[src/rtl/pc_gen_bp.sv]
// Fetch PC generator with prioritised redirects (trap > EX redirect > stall >
// prediction > sequential) and a direct-mapped BTB with 2-bit counters.
module pc_gen_bp #(
  parameter int unsigned     XLEN         = 32,
  parameter logic [XLEN-1:0] RESET_VECTOR = 32'h0000_0000,
  parameter int unsigned     BTB_ENTRIES  = 16,
  parameter bit              BTB_EN       = 1'b1
) (
  input  logic            clk,
  input  logic            rst_n,
  input  logic            keep_pc,
  input  logic            trap_valid,
  input  logic [XLEN-1:0] trap_target,
  input  logic            branch_op,
  input  logic [XLEN-1:0] branch_target,
  input  logic            upd_valid,
  input  logic [XLEN-1:0] upd_pc,
  input  logic [XLEN-1:0] upd_target,
  input  logic            upd_taken,
  output logic [XLEN-1:0] pc_if,
  output logic [XLEN-1:0] pc4_if,
  output logic            pred_taken_if,
  output logic [XLEN-1:0] pred_target_if,
  output logic            misaligned_if
);

  localparam int unsigned IDX  = $clog2(BTB_ENTRIES);
  localparam int unsigned TAGW = XLEN - IDX - 2;

  logic            btb_valid  [BTB_ENTRIES];
  logic [TAGW-1:0] btb_tag    [BTB_ENTRIES];
  logic [XLEN-1:0] btb_target [BTB_ENTRIES];
  logic [1:0]      btb_ctr    [BTB_ENTRIES];

  logic [IDX-1:0]  look_idx, upd_idx;
  logic [TAGW-1:0] look_tag, upd_tag;
  logic            look_hit, upd_hit;
  logic [XLEN-1:0] pc_next;
  logic            mis_next;
  logic            unused_upd_lsb;

  assign look_idx = pc_if[IDX+1:2];
  assign look_tag = pc_if[XLEN-1:IDX+2];
  assign upd_idx  = upd_pc[IDX+1:2];
  assign upd_tag  = upd_pc[XLEN-1:IDX+2];
  assign unused_upd_lsb = ^upd_pc[1:0];

  assign look_hit = btb_valid[look_idx] && (btb_tag[look_idx] == look_tag);
  assign upd_hit  = btb_valid[upd_idx] && (btb_tag[upd_idx] == upd_tag);

  assign pred_taken_if  = BTB_EN && look_hit && btb_ctr[look_idx][1];
  assign pred_target_if = pred_taken_if ? btb_target[look_idx] : '0;
  assign pc4_if         = pc_if + XLEN'(4);

  // Redirect targets are word-aligned on load; the dropped low bits are
  // reported through misaligned_if, which only a stall may preserve.
  always_comb begin
    pc_next  = pc4_if;
    mis_next = 1'b0;
    if (trap_valid) begin
      pc_next  = {trap_target[XLEN-1:2], 2'b00};
      mis_next = |trap_target[1:0];
    end else if (branch_op) begin
      pc_next  = {branch_target[XLEN-1:2], 2'b00};
      mis_next = |branch_target[1:0];
    end else if (keep_pc) begin
      pc_next  = pc_if;
      mis_next = misaligned_if;
    end else if (pred_taken_if) begin
      pc_next  = pred_target_if;
    end
  end

  always_ff @(posedge clk or negedge rst_n) begin
    if (!rst_n) begin
      pc_if         <= RESET_VECTOR;
      misaligned_if <= 1'b0;
    end else begin
      pc_if         <= pc_next;
      misaligned_if <= mis_next;
    end
  end

  // Lookup reads the pre-edge contents; updates are independent of PC control.
  always_ff @(posedge clk or negedge rst_n) begin
    if (!rst_n) begin
      for (int unsigned i = 0; i < BTB_ENTRIES; i++) begin
        btb_valid[i]  <= 1'b0;
        btb_tag[i]    <= '0;
        btb_target[i] <= '0;
        btb_ctr[i]    <= 2'b01;
      end
    end else if (BTB_EN && upd_valid) begin
      if (upd_taken) begin
        if (upd_hit) begin
          btb_target[upd_idx] <= upd_target;
          if (btb_ctr[upd_idx] != 2'b11) btb_ctr[upd_idx] <= btb_ctr[upd_idx] + 2'd1;
        end else begin
          btb_valid[upd_idx]  <= 1'b1;
          btb_tag[upd_idx]    <= upd_tag;
          btb_target[upd_idx] <= upd_target;
          btb_ctr[upd_idx]    <= 2'b10;
        end
      end else if (upd_hit && btb_ctr[upd_idx] != 2'b00) begin
        btb_ctr[upd_idx] <= btb_ctr[upd_idx] - 2'd1;
      end
    end
  end

endmodule

[config.mk]
export PLATFORM = sky130hd
export DESIGN_NAME = pc_gen_bp
export DESIGN_NICKNAME = d
export VERILOG_FILES = /design/src/rtl/pc_gen_bp.sv
export SDC_FILE = /design/constraint.sdc
export NUM_CORES = 2
export LEC_CHECK = 0
export CAP_MARGIN = 20
export CORE_MARGIN = 3
export CORE_UTILIZATION = 35
export CTS_BUF_LIST = sky130_fd_sc_hd__clkbuf_4 sky130_fd_sc_hd__clkbuf_8
export DETAILED_ROUTE_END_ITERATION = 10
export PLACE_DENSITY = 0.53
export SLEW_MARGIN = 20
export SYNTH_ARGS = -nofsm -noshare
export SYNTH_HDL_FRONTEND = slang
export SYNTH_SLANG_ARGS = --single-unit
export TNS_END_PERCENT = 100
[constraint.sdc]
create_clock -name clk -period 12.6 [get_ports clk]
set_input_delay 2.52 -clock clk [delete_from_list [all_inputs] [get_ports clk]]
set_output_delay 2.52 -clock clk [all_outputs]
set_load 0.02 [all_outputs]
* Yosys cells after proc, flatten, opt, wreduce, memory -nomap -nowiden
Index checks and enable logic that the tools add are counted.
** Cells by class
- Order comparisons :: 3
- Equal/unequal tests :: 5
- Add/subtract/negate cells :: 3
- Mux-type cells :: 45
- Bitwise operators :: 7
- Reductions and logical operators :: 12
** Operators by type and width (number)
- $bwmux W512 :: 1
- $bwmux W416 :: 1
- $mux W32 :: 12
- $bmux W26 S4 :: 2
- $mux W26 :: 5
- $bmux W32 S4 :: 1
- $demux W32 S4 :: 1
- $demux W26 S4 :: 1
- $bwmux W32 :: 2
- $eq A26 B26 Y1 :: 2
- $add A32 B3 Y32 const B :: 1
- $or A16 B16 Y16 :: 2
- $and A16 B16 Y16 :: 1
- $bmux W2 S4 :: 2
- $not A16 Y16 :: 1
- $ge A5 B5 Y1 const B :: 2
- $mux W2 :: 5
- $not A4 Y5 :: 2
- $bmux W1 S4 :: 2
- $demux W2 S4 :: 1
- $mux W1 :: 8
- $reduce_and A3 Y1 :: 2
- $logic_and A1 B1 Y1 :: 5
- $lt A5 B1 Y1 const B :: 1
- 10 further kinds :: 12
** Storage, ports and cells
- Flip-flop bits (word level) :: 1009

* Depth between registers and ports, before layout
- Depth in word-level cells :: 12
- Depth in mapped cells :: 19

* Least setup slack after synthesis
OpenSTA, ideal clock, no wires.
- Kind :: reg-to-output
- From :: register pc_if[3]
- To :: output port pred_target_if[10]
- Slack :: 6.349 ns
- Path buffers :: 5
- Arrival :: 3.731 ns
- Cell stages (with the launch flop) :: 13
- Required time :: 10.080 ns
- Cell sequence :: dfrtp_1 -> clkbuf_1 -> buf_2 -> buf_1 -> mux4_2 -> mux4_2 -> xor2_1 -> nor3_1 -> nand4_1 -> or4_1 -> buf_2 -> buf_6 -> a311oi_2
** On the way
- Longest elaborated chain between the ends :: 8
** Ends and longest elaborated chain
- from (decl) :: RTL line 20 : output logic [XLEN-1:0] pc_if,
- from (signal assigned) :: RTL line 79 : pc_if <= pc_next;
- $not A4 Y5 (not written as such) * :: RTL line 48, 51, 52
- $bmux W26 S4 :: RTL line 48 : assign look_hit = btb_valid[look_idx] && (btb_tag[look_idx] == look_tag);
- $mux W26 (not written as such) (2 in series) :: RTL line 48
- $eq A26 B26 Y1 :: RTL line 48
- $logic_and A1 B1 Y1 :: RTL line 48
- $logic_and A1 B1 Y1 :: RTL line 51 : assign pred_taken_if = BTB_EN && look_hit && btb_ctr[look_idx][1];
- $mux W32 * :: RTL line 52 : assign pred_target_if = pred_taken_if ? btb_target[look_idx] : '0;
- to (decl) :: RTL line 23 : output logic [XLEN-1:0] pred_target_if,
Every way passes the cells marked *; elsewhere a longest branch is shown, timed or not. The select of a mux whose other input is x is not followed.

* Final worst setup path
- From :: register pc_if[4]
- To :: output port pred_target_if[29]
The elaborated chain is that of the path after synthesis.

==> impl_metrics.json <==
{
  "status": "finished clean",
  "drive_above_1_share_pct": 43.52,
  "drc_errors": 0,
  "ff_latch_area_um2": 25280,
  "cts_sinks": 1009,
  "initial_core_util_pct": 35.29,
  "place_inst": 5639,
  "hold-path-endpoint": "btb_ctr[10]$_DFFE_PN1P_",
  "worstPathMaxFanout": 40,
  "drt_iter0_drc": 2431,
  "hpwl_um": 98610,
  "grt_use_total_pct": 21.98,
  "die-area_um2": 153700,
  "die_w_um": 392.1,
  "synth_warnings": 0,
  "maxSlewViolCount": 0,
  "final_common_cell": "dfrtp_1",
  "numCtsBuffers": 182,
  "critPathRequiredTime_ns": 10.08,
  "area_growth_syn_to_layout_pct": 15.50,
  "multi_input_area_um2": 25160,
  "critPathCaptureType": "output pin",
  "slew_headroom_pct": 26.36,
  "critPathTopFamily": "buffers and inverters",
  "htreeDepth": 4,
  "drt-total-wl_um": 168700,
  "ioPinCount": 233,
  "clock_skew_ns": 0.05700,
  "cp_cell_sequence": "buf_4 > and2_2 > buf_4 > a221oi_1 > o21ai_0 > a21oi_1 > nor4_1 > nand4_1 > or4_4 > buf_4 > a311oi_2 > clkdlybuf4s50_1",
  "critPathArrivalTime_ns": 7.30,
  "synthMuxAreaShare_pct": 36.29,
  "reg2reg_depth": 13,
  "layout_common_cells": "989 x dfrtp_1, 933 x mux2_2, 304 x mux4_2, 229 x clkbuf_8, 224 x clkdlybuf4s50_1",
  "maxCapViolCount": 0,
  "post_cts_buffers": 0,
  "grt_pass1_vias": 35110,
  "avgSynthCellArea_um2": 13.94,
  "synth_cell_types": 66,
  "die_y_um": 392.1,
  "reg2reg_slack_ns": 6.55,
  "worstHoldPathCells": 2,
  "cts_resized": 0,
  "viasPerCell": 5.656,
  "hp-start": "btb_ctr[10]$_DFFE_PN1P_",
  "max-vdd-ir-drop_mv": 0.09252,
  "slowest_stage": "or4_4",
  "cp_num_buf_inv": 4,
  "wire_per_inst_um": 28.16,
  "antenna_found_initial": 21,
  "yosys.area_share.simple_pct": 4.683,
  "place_congestion": 0.8067,
  "overflow": 0,
  "crit_path_start_kind": "flop",
  "p_leak_nw": 25.45,
  "worst_pin_slew_ns": 1.100,
  "power.total_w": 0.01008,
  "dominantRegCellSynth": "dfrtp_1",
  "synth_compound_area_share_pct": 5.803,
  "clk_latency_ns": 0.92,
  "ys_ff_latch": 1009,
  "fill_cells": 13980,
  "period_share_pct": 77.95,
  "vias": 33880,
  "worstReg2RegStart": "pc_if[4]$_DFFE_PN0P_",
  "final_area_um2": 60260,
  "crit_type": "reg2out",
  "grt_pass1_wl_um": 246200,
  "cts_tree": "yes",
  "synthAdderAreaFrac_pct": 0.07194,
  "cpMostUsedCell": "buf_4",
  "nets": 4031,
  "ys_seq_area_share_pct": 48.43,
  "rr_endpoint": "pc_if[2]$_DFFE_PN0P_",
  "syn_nets": 3881,
  "fin_cells": 5991,
  "finalSetupTns_ns": 0,
  "async_flop_share_pct": 100.0,
  "clk_pin_slew_ns": 0.06,
  "critPathMaxStageDelay_ns": 0.86,
  "period_minus_slack_ns": 9.822,
  "core-area_um2": 147800,
  "rsz0062_at_grt": "no",
  "ctsLongestPathBuffers": 3,
  "synth_top_family_by_area": "multiplexers",
  "dpl-instance-area_um2": 56080,
  "finalSetupViolations": 0,
  "firstDrtPassIters": 5,
  "dp_slack_ns": 3.757,
  "syn_inst": 3743,
  "port-buffer-count": 230,
  "hp-class": "reg2reg",
  "ctsRootBufferMaster": "clkbuf_8",
  "grt_max_degree": 159,
  "postRouteAntennaNets": 0,
  "row_count": 141,
  "pwr_density_cell_nw_per_um2": 167.2,
  "mappedNetlistArea_um2": 52180,
  "hold_buffers": 0,
  "synth_edf_count": 0,
  "finalHoldViolations": 0,
  "setup_ws_ns": 2.778,
  "synth_xor_area_share_pct": 1.108,
  "fmax_mhz": 101.8
}
==> per-layer routing <==
metal | part of all wire (%) | up-vias | global-route usage [%]
met1 | 45 | 18140 | 30.53
met4 | 2.3 | 14 | 6.051
met3 | 7.0 | 260 | 5.568
met2 | 46 | 1016 | 34.12
met5 | 0.059 | - | 0
li1 | - | 14450 | -
==> where the power goes <==
part | switching (W) | leakage (nW) | internal, W
clock | 0.00152 | 2.22 | 0.00195
sequential | 0.000446 | 12.8 | 0.00389
combinational | 0.00105 | 10.4 | 0.00122
total | 0.00301 | 25.5 | 0.00706
==> logic make-up (layout without fill, tap and decap cells) <==
group	after synthesis	count (layout)
multiplexers	1395	1395
flip-flops	1009	1009
AND/OR/NAND/NOR	479	479
AO/OA/AOI/OAI	397	397
buffers and inverters	394	700
XOR/XNOR	66	66
adder cells (fa/ha/maj)	3	3
other	0	12
==> synth_stat cells, types with 47 or more instances <==
cell type  count  area share (%)
o21ai_0       87            0.83
buf_4         52            0.75
mux2_2       933              20
clkbuf_1     208             1.5
mux4_2       304              13
nor2_1        57            0.41
mux2i_1      157             3.0
a21oi_1       51            0.49
dfrtp_1      993              48
buf_2         47            0.45
nand3_1       50            0.48
and2_1        57            0.68
nand2_1      151             1.1
==> final cells by class <==
| type | count | area share, % |
|---|---|---|
| Inverter | 45 | 0.2845 |
| Antenna cell | 12 | 0.04983 |
| Timing Repair Buffer | 315 | 5.058 |
| Multi-Input combinational cell | 2340 | 41.75 |
| Tap cell | 1930 | 4.007 |
| Clock inverter | 43 | 0.8098 |
| Clock buffer | 297 | 6.077 |
| Sequential cell | 1009 | 41.96 |
==> sequential cells by signal, summed over array words and instances, names as in the netlist <==
name	count
btb_target	512
pc_if	32
btb_valid	16
btb_ctr	32
btb_tag	416
misaligned_if	1
==> how the worst max path moves through the flow <==
stage,from,endpoint,slack (ns),depth (start not counted)
after floorplan,pc_if[3]$_DFFE_PN0P_,pred_target_if[10],6.35,12
after global placement,pc_if[3]$_DFFE_PN0P_,pred_target_if[30],3.73,12
after detailed placement,pc_if[2]$_DFFE_PN0P_,pred_target_if[30],3.76,12
after CTS,pc_if[2]$_DFFE_PN0P_,pred_target_if[30],2.73,12
after global routing,pc_if[2]$_DFFE_PN0P_,pred_target_if[29],2.46,12
final,pc_if[4]$_DFFE_PN0P_,pred_target_if[29],2.78,12
==> worst register-to-register path, stage by stage, from the launching register on <==
cell and delay (ns):
dfrtp_4 0.61, buf_4 0.53, and2_2 0.28, buf_4 0.56, a221oi_1 0.30, o21ai_0 0.50
a21oi_1 0.14, nor4_1 0.56, nand4_1 0.21, or4_4 0.86, buf_4 0.46, inv_1 0.29
a21oi_1 0.10, a211oi_1 0.47
==> per-stage QoR <==
step	hold slack, ns	util [%]
final	0.4660	40.76
after global routing	0.4851	40.75
after CTS	0.4674	40.74
after detailed placement	0.4560	37.93
after global placement	0.4526	37.93
after floorplan	0.4422	-
No activity file was read; power rests on OpenSTA's default activity.
